===== src/rtl/vga_con_pkg.sv =====
// Shared types and constants for the VGA console controller and its FIFO.
package vga_con_pkg;

    typedef enum logic [1:0] {
        ST_IDLE,
        ST_PUT,
        ST_CLEAR
    } con_state_e;

    localparam logic [4:0] OFF_DATA   = 5'h00;
    localparam logic [4:0] OFF_CURSOR = 5'h08;
    localparam logic [4:0] OFF_CTRL   = 5'h10;
    localparam logic [4:0] OFF_STATUS = 5'h18;

    localparam logic [7:0] CH_BS        = 8'h08;
    localparam logic [7:0] CH_LF        = 8'h0A;
    localparam logic [7:0] CH_FF        = 8'h0C;
    localparam logic [7:0] FILL_DEFAULT = 8'h20;

    function automatic logic is_printable(input logic [7:0] c);
        return (c >= 8'h20) && (c <= 8'h7E);
    endfunction

endpackage


===== src/rtl/vga_con_fifo.sv =====
// Synchronous putchar FIFO; DEPTH must be a power of two so the pointers wrap naturally.
module vga_con_fifo
    import vga_con_pkg::*;
#(
    parameter int unsigned WIDTH = 8,
    parameter int unsigned DEPTH = 4
) (
    input  logic             clk,
    input  logic             aresetn,
    input  logic             push,
    input  logic [WIDTH-1:0] push_data,
    input  logic             pop,
    output logic [WIDTH-1:0] pop_data,
    output logic             full,
    output logic             empty
);

    localparam int unsigned AW = (DEPTH > 1) ? $clog2(DEPTH) : 1;

    logic [WIDTH-1:0] mem [DEPTH];
    logic [AW-1:0]    wr_ptr;
    logic [AW-1:0]    rd_ptr;
    logic [AW:0]      count;
    logic             do_push;
    logic             do_pop;

    assign full     = (count == (AW+1)'(DEPTH));
    assign empty    = (count == '0);
    assign do_push  = push && !full;
    assign do_pop   = pop && !empty;
    assign pop_data = mem[rd_ptr];

    always_ff @(posedge clk) begin
        if (!aresetn) begin
            wr_ptr <= '0;
            rd_ptr <= '0;
            count  <= '0;
        end else begin
            if (do_push) begin
                mem[wr_ptr] <= push_data;
                wr_ptr      <= wr_ptr + 1'b1;
            end
            if (do_pop) begin
                rd_ptr <= rd_ptr + 1'b1;
            end
            case ({do_push, do_pop})
                2'b10:   count <= count + 1'b1;
                2'b01:   count <= count - 1'b1;
                default: count <= count;
            endcase
        end
    end

endmodule


===== src/rtl/vga_console_ctrl.sv =====
// Memory-mapped console controller owning the VGA text-buffer write port.
// Optional: define VGA_CON_BACKSPACE_EN to make 0x08 erase the previous cell.
module vga_console_ctrl
    import vga_con_pkg::*;
#(
    parameter int unsigned CHARS      = 36,
    parameter int unsigned COLS       = 18,
    parameter int unsigned FIFO_DEPTH = 4,
    parameter logic [63:0] BASE_ADDR  = 64'h0b000100
) (
    input  logic        clk,
    input  logic        aresetn,
    input  logic [63:0] cpu_addr,
    input  logic [63:0] cpu_wdata,
    input  logic        cpu_we,
    input  logic        cpu_re,
    output logic        cpu_ready,
    output logic [63:0] cpu_rdata,
    output logic        buf_we,
    output logic [5:0]  buf_addr,
    output logic [7:0]  buf_wdata
);

    con_state_e  state, state_n;
    logic [5:0]  cursor, cursor_n;
    logic [7:0]  fill, fill_n;
    logic [6:0]  clr_idx, clr_idx_n;
    logic        ff_pend, ff_pend_n;
    logic        we_n;
    logic [5:0]  addr_n;
    logic [7:0]  wdata_n;

    logic        in_win;
    logic [4:0]  off;
    logic        wr_hit;
    logic        wr_acc;
    logic        rd_acc;
    logic        busy;
    logic [63:0] status;

    logic        fifo_push;
    logic        fifo_pop;
    logic [7:0]  fifo_dout;
    logic        fifo_full;
    logic        fifo_empty;

    logic [5:0]  cur_clamp;
    logic [5:0]  cur_inc;
    logic [31:0] nl_pos;
    logic [5:0]  nl_cur;
`ifdef VGA_CON_BACKSPACE_EN
    logic [5:0]  bs_cur;
    assign bs_cur = (cursor == '0) ? '0 : cursor - 6'd1;
`endif

    logic unused_wdata;
    assign unused_wdata = ^cpu_wdata[63:16];

    assign in_win = (cpu_addr >= BASE_ADDR) && (cpu_addr < BASE_ADDR + 64'h20);
    assign off    = cpu_addr[4:0] - BASE_ADDR[4:0];
    assign busy   = (state != ST_IDLE) || !fifo_empty;
    assign wr_hit = cpu_we && in_win;

    always_comb begin
        cpu_ready = 1'b1;
        if (wr_hit && off == OFF_DATA && fifo_full) begin
            cpu_ready = 1'b0;
        end
        if (wr_hit && (off == OFF_CURSOR || off == OFF_CTRL) && busy) begin
            cpu_ready = 1'b0;
        end
    end

    assign wr_acc    = wr_hit && cpu_ready;
    assign rd_acc    = cpu_re && in_win && cpu_ready;
    assign fifo_push = wr_acc && (off == OFF_DATA);

    assign cur_clamp = (32'(cpu_wdata[5:0]) >= CHARS) ? 6'(CHARS - 1) : cpu_wdata[5:0];
    assign cur_inc   = (32'(cursor) == CHARS - 1) ? '0 : cursor + 6'd1;
    assign nl_pos    = (32'(cursor) / COLS + 32'd1) * COLS;
    assign nl_cur    = (nl_pos >= CHARS) ? '0 : 6'(nl_pos);

    always_comb begin
        status        = '0;
        status[0]     = busy;
        status[1]     = fifo_full;
        status[13:8]  = cursor;
        status[23:16] = fill;
    end

    vga_con_fifo #(
        .WIDTH (8),
        .DEPTH (FIFO_DEPTH)
    ) u_fifo (
        .clk       (clk),
        .aresetn   (aresetn),
        .push      (fifo_push),
        .push_data (cpu_wdata[7:0]),
        .pop       (fifo_pop),
        .pop_data  (fifo_dout),
        .full      (fifo_full),
        .empty     (fifo_empty)
    );

    // The character is decoded on the pop edge so the registered buf write
    // lands in the PUT cycle; PUT only decides between IDLE and CLEAR.
    always_comb begin
        state_n   = state;
        cursor_n  = cursor;
        fill_n    = fill;
        clr_idx_n = clr_idx;
        ff_pend_n = ff_pend;
        we_n      = 1'b0;
        addr_n    = buf_addr;
        wdata_n   = buf_wdata;
        fifo_pop  = 1'b0;
        case (state)
            ST_IDLE: begin
                if (!fifo_empty) begin
                    fifo_pop  = 1'b1;
                    state_n   = ST_PUT;
                    ff_pend_n = (fifo_dout == CH_FF);
                    if (is_printable(fifo_dout)) begin
                        we_n     = 1'b1;
                        addr_n   = cursor;
                        wdata_n  = fifo_dout;
                        cursor_n = cur_inc;
                    end else if (fifo_dout == CH_LF) begin
                        cursor_n = nl_cur;
                    end
`ifdef VGA_CON_BACKSPACE_EN
                    else if (fifo_dout == CH_BS) begin
                        we_n     = 1'b1;
                        addr_n   = bs_cur;
                        wdata_n  = fill;
                        cursor_n = bs_cur;
                    end
`endif
                end else if (wr_acc && off == OFF_CURSOR) begin
                    cursor_n = cur_clamp;
                end else if (wr_acc && off == OFF_CTRL) begin
                    fill_n = cpu_wdata[15:8];
                    if (cpu_wdata[0]) begin
                        state_n   = ST_CLEAR;
                        clr_idx_n = '0;
                    end
                end
            end
            ST_PUT: begin
                state_n   = ff_pend ? ST_CLEAR : ST_IDLE;
                clr_idx_n = '0;
            end
            ST_CLEAR: begin
                if (clr_idx < 7'(CHARS)) begin
                    we_n      = 1'b1;
                    addr_n    = clr_idx[5:0];
                    wdata_n   = fill;
                    clr_idx_n = clr_idx + 7'd1;
                end else begin
                    state_n  = ST_IDLE;
                    cursor_n = '0;
                end
            end
            default: state_n = ST_IDLE;
        endcase
    end

    always_ff @(posedge clk) begin
        if (!aresetn) begin
            state     <= ST_IDLE;
            cursor    <= '0;
            fill      <= FILL_DEFAULT;
            clr_idx   <= '0;
            ff_pend   <= 1'b0;
            buf_we    <= 1'b0;
            buf_addr  <= '0;
            buf_wdata <= '0;
            cpu_rdata <= '0;
        end else begin
            state     <= state_n;
            cursor    <= cursor_n;
            fill      <= fill_n;
            clr_idx   <= clr_idx_n;
            ff_pend   <= ff_pend_n;
            buf_we    <= we_n;
            buf_addr  <= addr_n;
            buf_wdata <= wdata_n;
            if (rd_acc) begin
                cpu_rdata <= (off == OFF_STATUS) ? status : '0;
            end
        end
    end

endmodule


===== config.mk =====
export PLATFORM = sky130hd
export DESIGN_NAME = vga_console_ctrl
export DESIGN_NICKNAME = d
export VERILOG_FILES = /design/src/rtl/vga_con_pkg.sv /design/src/rtl/vga_con_fifo.sv /design/src/rtl/vga_console_ctrl.sv
export SDC_FILE = /design/constraint.sdc
export NUM_CORES = 1
export LEC_CHECK = 0
export BUFFER_PORTS_ARGS = -buffer_cell sky130_fd_sc_hd__clkbuf_2
export CAP_MARGIN = 20
export CORE_UTILIZATION = 44
export CTS_CLUSTER_DIAMETER = 120
export DETAILED_ROUTE_END_ITERATION = 10
export MAX_ROUTING_LAYER = met4
export PLACE_DENSITY = 0.87
export RECOVER_POWER = 50
export SYNTH_ARGS = -nofsm -noshare
export SYNTH_HDL_FRONTEND = slang
export SYNTH_SLANG_ARGS = --single-unit

===== constraint.sdc =====
create_clock -name clk -period 2.9 [get_ports clk]
set_clock_uncertainty 0.05 [all_clocks]
set_input_delay 0.435 -clock clk [delete_from_list [all_inputs] [get_ports clk]]
set_output_delay 0.435 -clock clk [all_outputs]
set_load 0.02 [all_outputs]

==> results.json <==
{
  "areaGrowthSynthToFinish_pct": 18.1,
  "cts_setup_buffers": 0,
  "synth_top_cell_area_share_pct": 25.2,
  "leakage_nw": 2.50,
  "hold_ws_ns": 0.275,
  "fmax_mhz": 369,
  "wl_per_cell_um": 16.0,
  "gp_congestion": 0.917,
  "period_share_pct": 93.5,
  "finalWirelength_mm": 12.4,
  "h-tree-depth": 3,
  "cts_root_buffer": "clkbuf_16",
  "grt_overflow": 0,
  "comb_power_share_pct": 5.9,
  "vias_per_cell": 5.32,
  "pwr-share-seq_pct": 49.6,
  "chipHeight_um": 109,
  "grt_max_degree": 40,
  "initial_core_util_pct": 46.0,
  "path_clk_slew_ns": 0.07,
  "slew_headroom_pct": 45.3,
  "port_buffers": 115,
  "layout-drive-gt1-share_pct": 20.6,
  "grt_use_total_pct": 21.3,
  "synth_area_um2": 5080,
  "cts_tree": "yes",
  "dp_hpwl_mm": 9.58,
  "p_sw_w": 0.000666,
  "drt-initial-drc-count": 161,
  "worst_pin_slew_ns": 0.820,
  "finalHoldViolCount": 0,
  "fp.dieArea_um2": 12000,
  "synth_cell_type_count": 52,
  "drv_cap": 0,
  "critical_path.startpoint_type": "flip-flop",
  "num_rows": 38,
  "vdd_drop_max_mv": 0.412,
  "synth_seq_cells": 96,
  "crit_type": "reg -> reg",
  "dr_total_vias": 4124,
  "antenna_cells": 0,
  "setup_tns_ns": 0,
  "synth_area_leaders": "dfxtp_1 (25%), edfxtp_1 (19%), buf_4 (7.1%)",
  "antenna_found_initial": 0,
  "cp_max_fo": 6,
  "worstSkewPairLatency_ns": 0.34,
  "clock-sinks": 96,
  "synthFlopType": "dfxtp_1",
  "grt_pass1_vias": 4038,
  "synth.avg_cell_area_um2": 10.0,
  "fin_crit_ns": 2.71,
  "critPathCaptureType": "flip-flop",
  "status": "complete, no violations",
  "hold_path.class": "in -> reg",
  "rsz0062_at_grt": "no",
  "synthCells": 507,
  "core_area_um2": 11000,
  "die_x_um": 109,
  "swShare_pct": 23.8,
  "crit_required_ns": 3.09,
  "ant_nets": 0,
  "power_density_nw_per_um2": 466,
  "p_int_w": 0.00213,
  "nets": 779,
  "yosys.area.top_type": "dfxtp_1",
  "p_clk_share_pct": 44.6,
  "grt_pass1_wl_mm": 18.8,
  "cts-buffers-inserted": 9,
  "synthArstFlopShare_pct": 0,
  "layout_common_cells": "clkbuf_2 (75), dfxtp_1 (63), conb_1 (48)",
  "ios": 212,
  "cts_buffer_depth": 2,
  "finalMaxSlewViolations": 0,
  "final_common_cell": "clkbuf_2",
  "synth_edf_count": 32,
  "route.detailed.drc": 0,
  "firstDrtPassIters": 4,
  "ys_seq_area_share_pct": 44.2,
  "yosysWarnings": 0,
  "setup_viol": 0,
  "arrival_ns": 2.90
}
==> through the flow <==
step / cells / power (W) / cell area [um^2] / util (%) / worst slack, ns
2_1_floorplan: 554 / 0.00155 / 5250 / - / 0.0940
3_5_place_dp: 759 / 0.00158 / 5740 / 52.0 / -0.0627
6_report: 775 / 0.00280 / 6000 / 54.4 / 0.189
5_1_grt: 775 / 0.00288 / 6000 / 54.4 / 0.0291
3_3_place_gp: 759 / 0.00158 / 5740 / 52.0 / 0.0351
4_1_cts: 775 / 0.00281 / 6050 / 54.9 / 0.0968
==> layout make-up <==
| type | instances | area, um^2 |
|---|---|---|
| clock inverter | 7 | 88.8 |
| clock buffer | 9 | 225 |
| tap | 140 | 175 |
| fill | 967 | 5030 |
| timing repair buffer | 140 | 714 |
| multi-input combinational | 361 | 2470 |
| inverter | 22 | 82.6 |
| sequential | 96 | 2240 |
==> worst paths after layout <==
kind,startpoint,to,slack (ns),depth (start not counted)
worst min register to register,cpu_rdata[12],cpu_rdata[12],0.41,2
worst min-delay path,cpu_wdata[13],fill[5],0.28,3
worst max register to register,flip-flop,cursor[0],0.19,6
worst max-delay path,flip-flop,cursor[0],0.19,6
==> timing repair <==
item                       4_1_cts  5_1_grt
hold buffers                     0        0
setup endpoints to repair        5        5
gates resized for setup          1        1
==> routing by layer <==
| layer | vias up | share of wire, % | GRT usage [%] |
|---|---|---|---|
| li1 | 1992 | - | - |
| met1 | 1976 | 41 | 22.9 |
| met2 | 144 | 52 | 39.8 |
| met3 | 12 | 5.6 | 3.44 |
| met4 | 0 | 1.5 | 7.14 |
| met5 | - | 0 | - |
==> sequential cells by signal, indices dropped and copies added (netlist names), 2 cells and up, named ones only <==
signal / flops
cursor: 6
buf_wdata: 8
cpu_rdata: 16
state: 2
u_fifo.rd_ptr: 2
buf_addr: 6
clr_idx: 7
fill: 8
u_fifo.wr_ptr: 2
u_fifo.mem: 32
u_fifo.count: 3
==> Yosys cell counts (all sizes together), types with 5 or more instances <==
| library cell | number |
|---|---|
| or3 | 7 |
| o21ai | 15 |
| nand4 | 10 |
| a211oi | 5 |
| a21boi | 19 |
| nand2 | 45 |
| clkbuf | 23 |
| nor2b | 14 |
| nor4b | 5 |
| ha | 16 |
| a32o | 6 |
| mux4 | 8 |
| mux2i | 22 |
| a21oi | 19 |
| buf | 52 |
| dfxtp | 64 |
| and2 | 11 |
| nor4 | 12 |
| nor2 | 9 |
| nor3 | 7 |
| o211ai | 6 |
| edfxtp | 32 |
| nand3 | 21 |
| xnor2 | 7 |
| and3 | 7 |
| inv | 22 |
| o211a | 15 |
==> cell families after synthesis <==
kind of cell,count (synthesis),share of synthesized area (%)
AO/OA/AOI/OAI,94,13.4
XOR/XNOR,8,1.38
adder cells (fa/ha/maj),17,4.34
buffers and inverters,97,10.9
flip-flops,96,44.2
multiplexers,30,7.89
other,1,0.0739
AND/OR/NAND/NOR,164,17.8
==> worst max-delay path, cell delays in order (launching register included) <==
cell	delay (ns)
dfxtp_2	0.44
mux4_2	0.54
or4b_1	0.56
nor3_2	0.14
a211oi_1	0.14
or3_4	0.45
a32o_1	0.28
==> power groups by stage <==
stage / logic [W] / clock network (W) / registers, W
2_1_floorplan: 0.000135 / 0 / 0.00142
3_3_place_gp: 0.000160 / 0 / 0.00142
4_1_cts: 0.000165 / 0.00126 / 0.00139
6_report: 0.000164 / 0.00125 / 0.00139
5_1_grt: 0.000182 / 0.00132 / 0.00139
3_5_place_dp: 0.000164 / 0 / 0.00142
No activity file was read; power rests on OpenSTA's default activity.
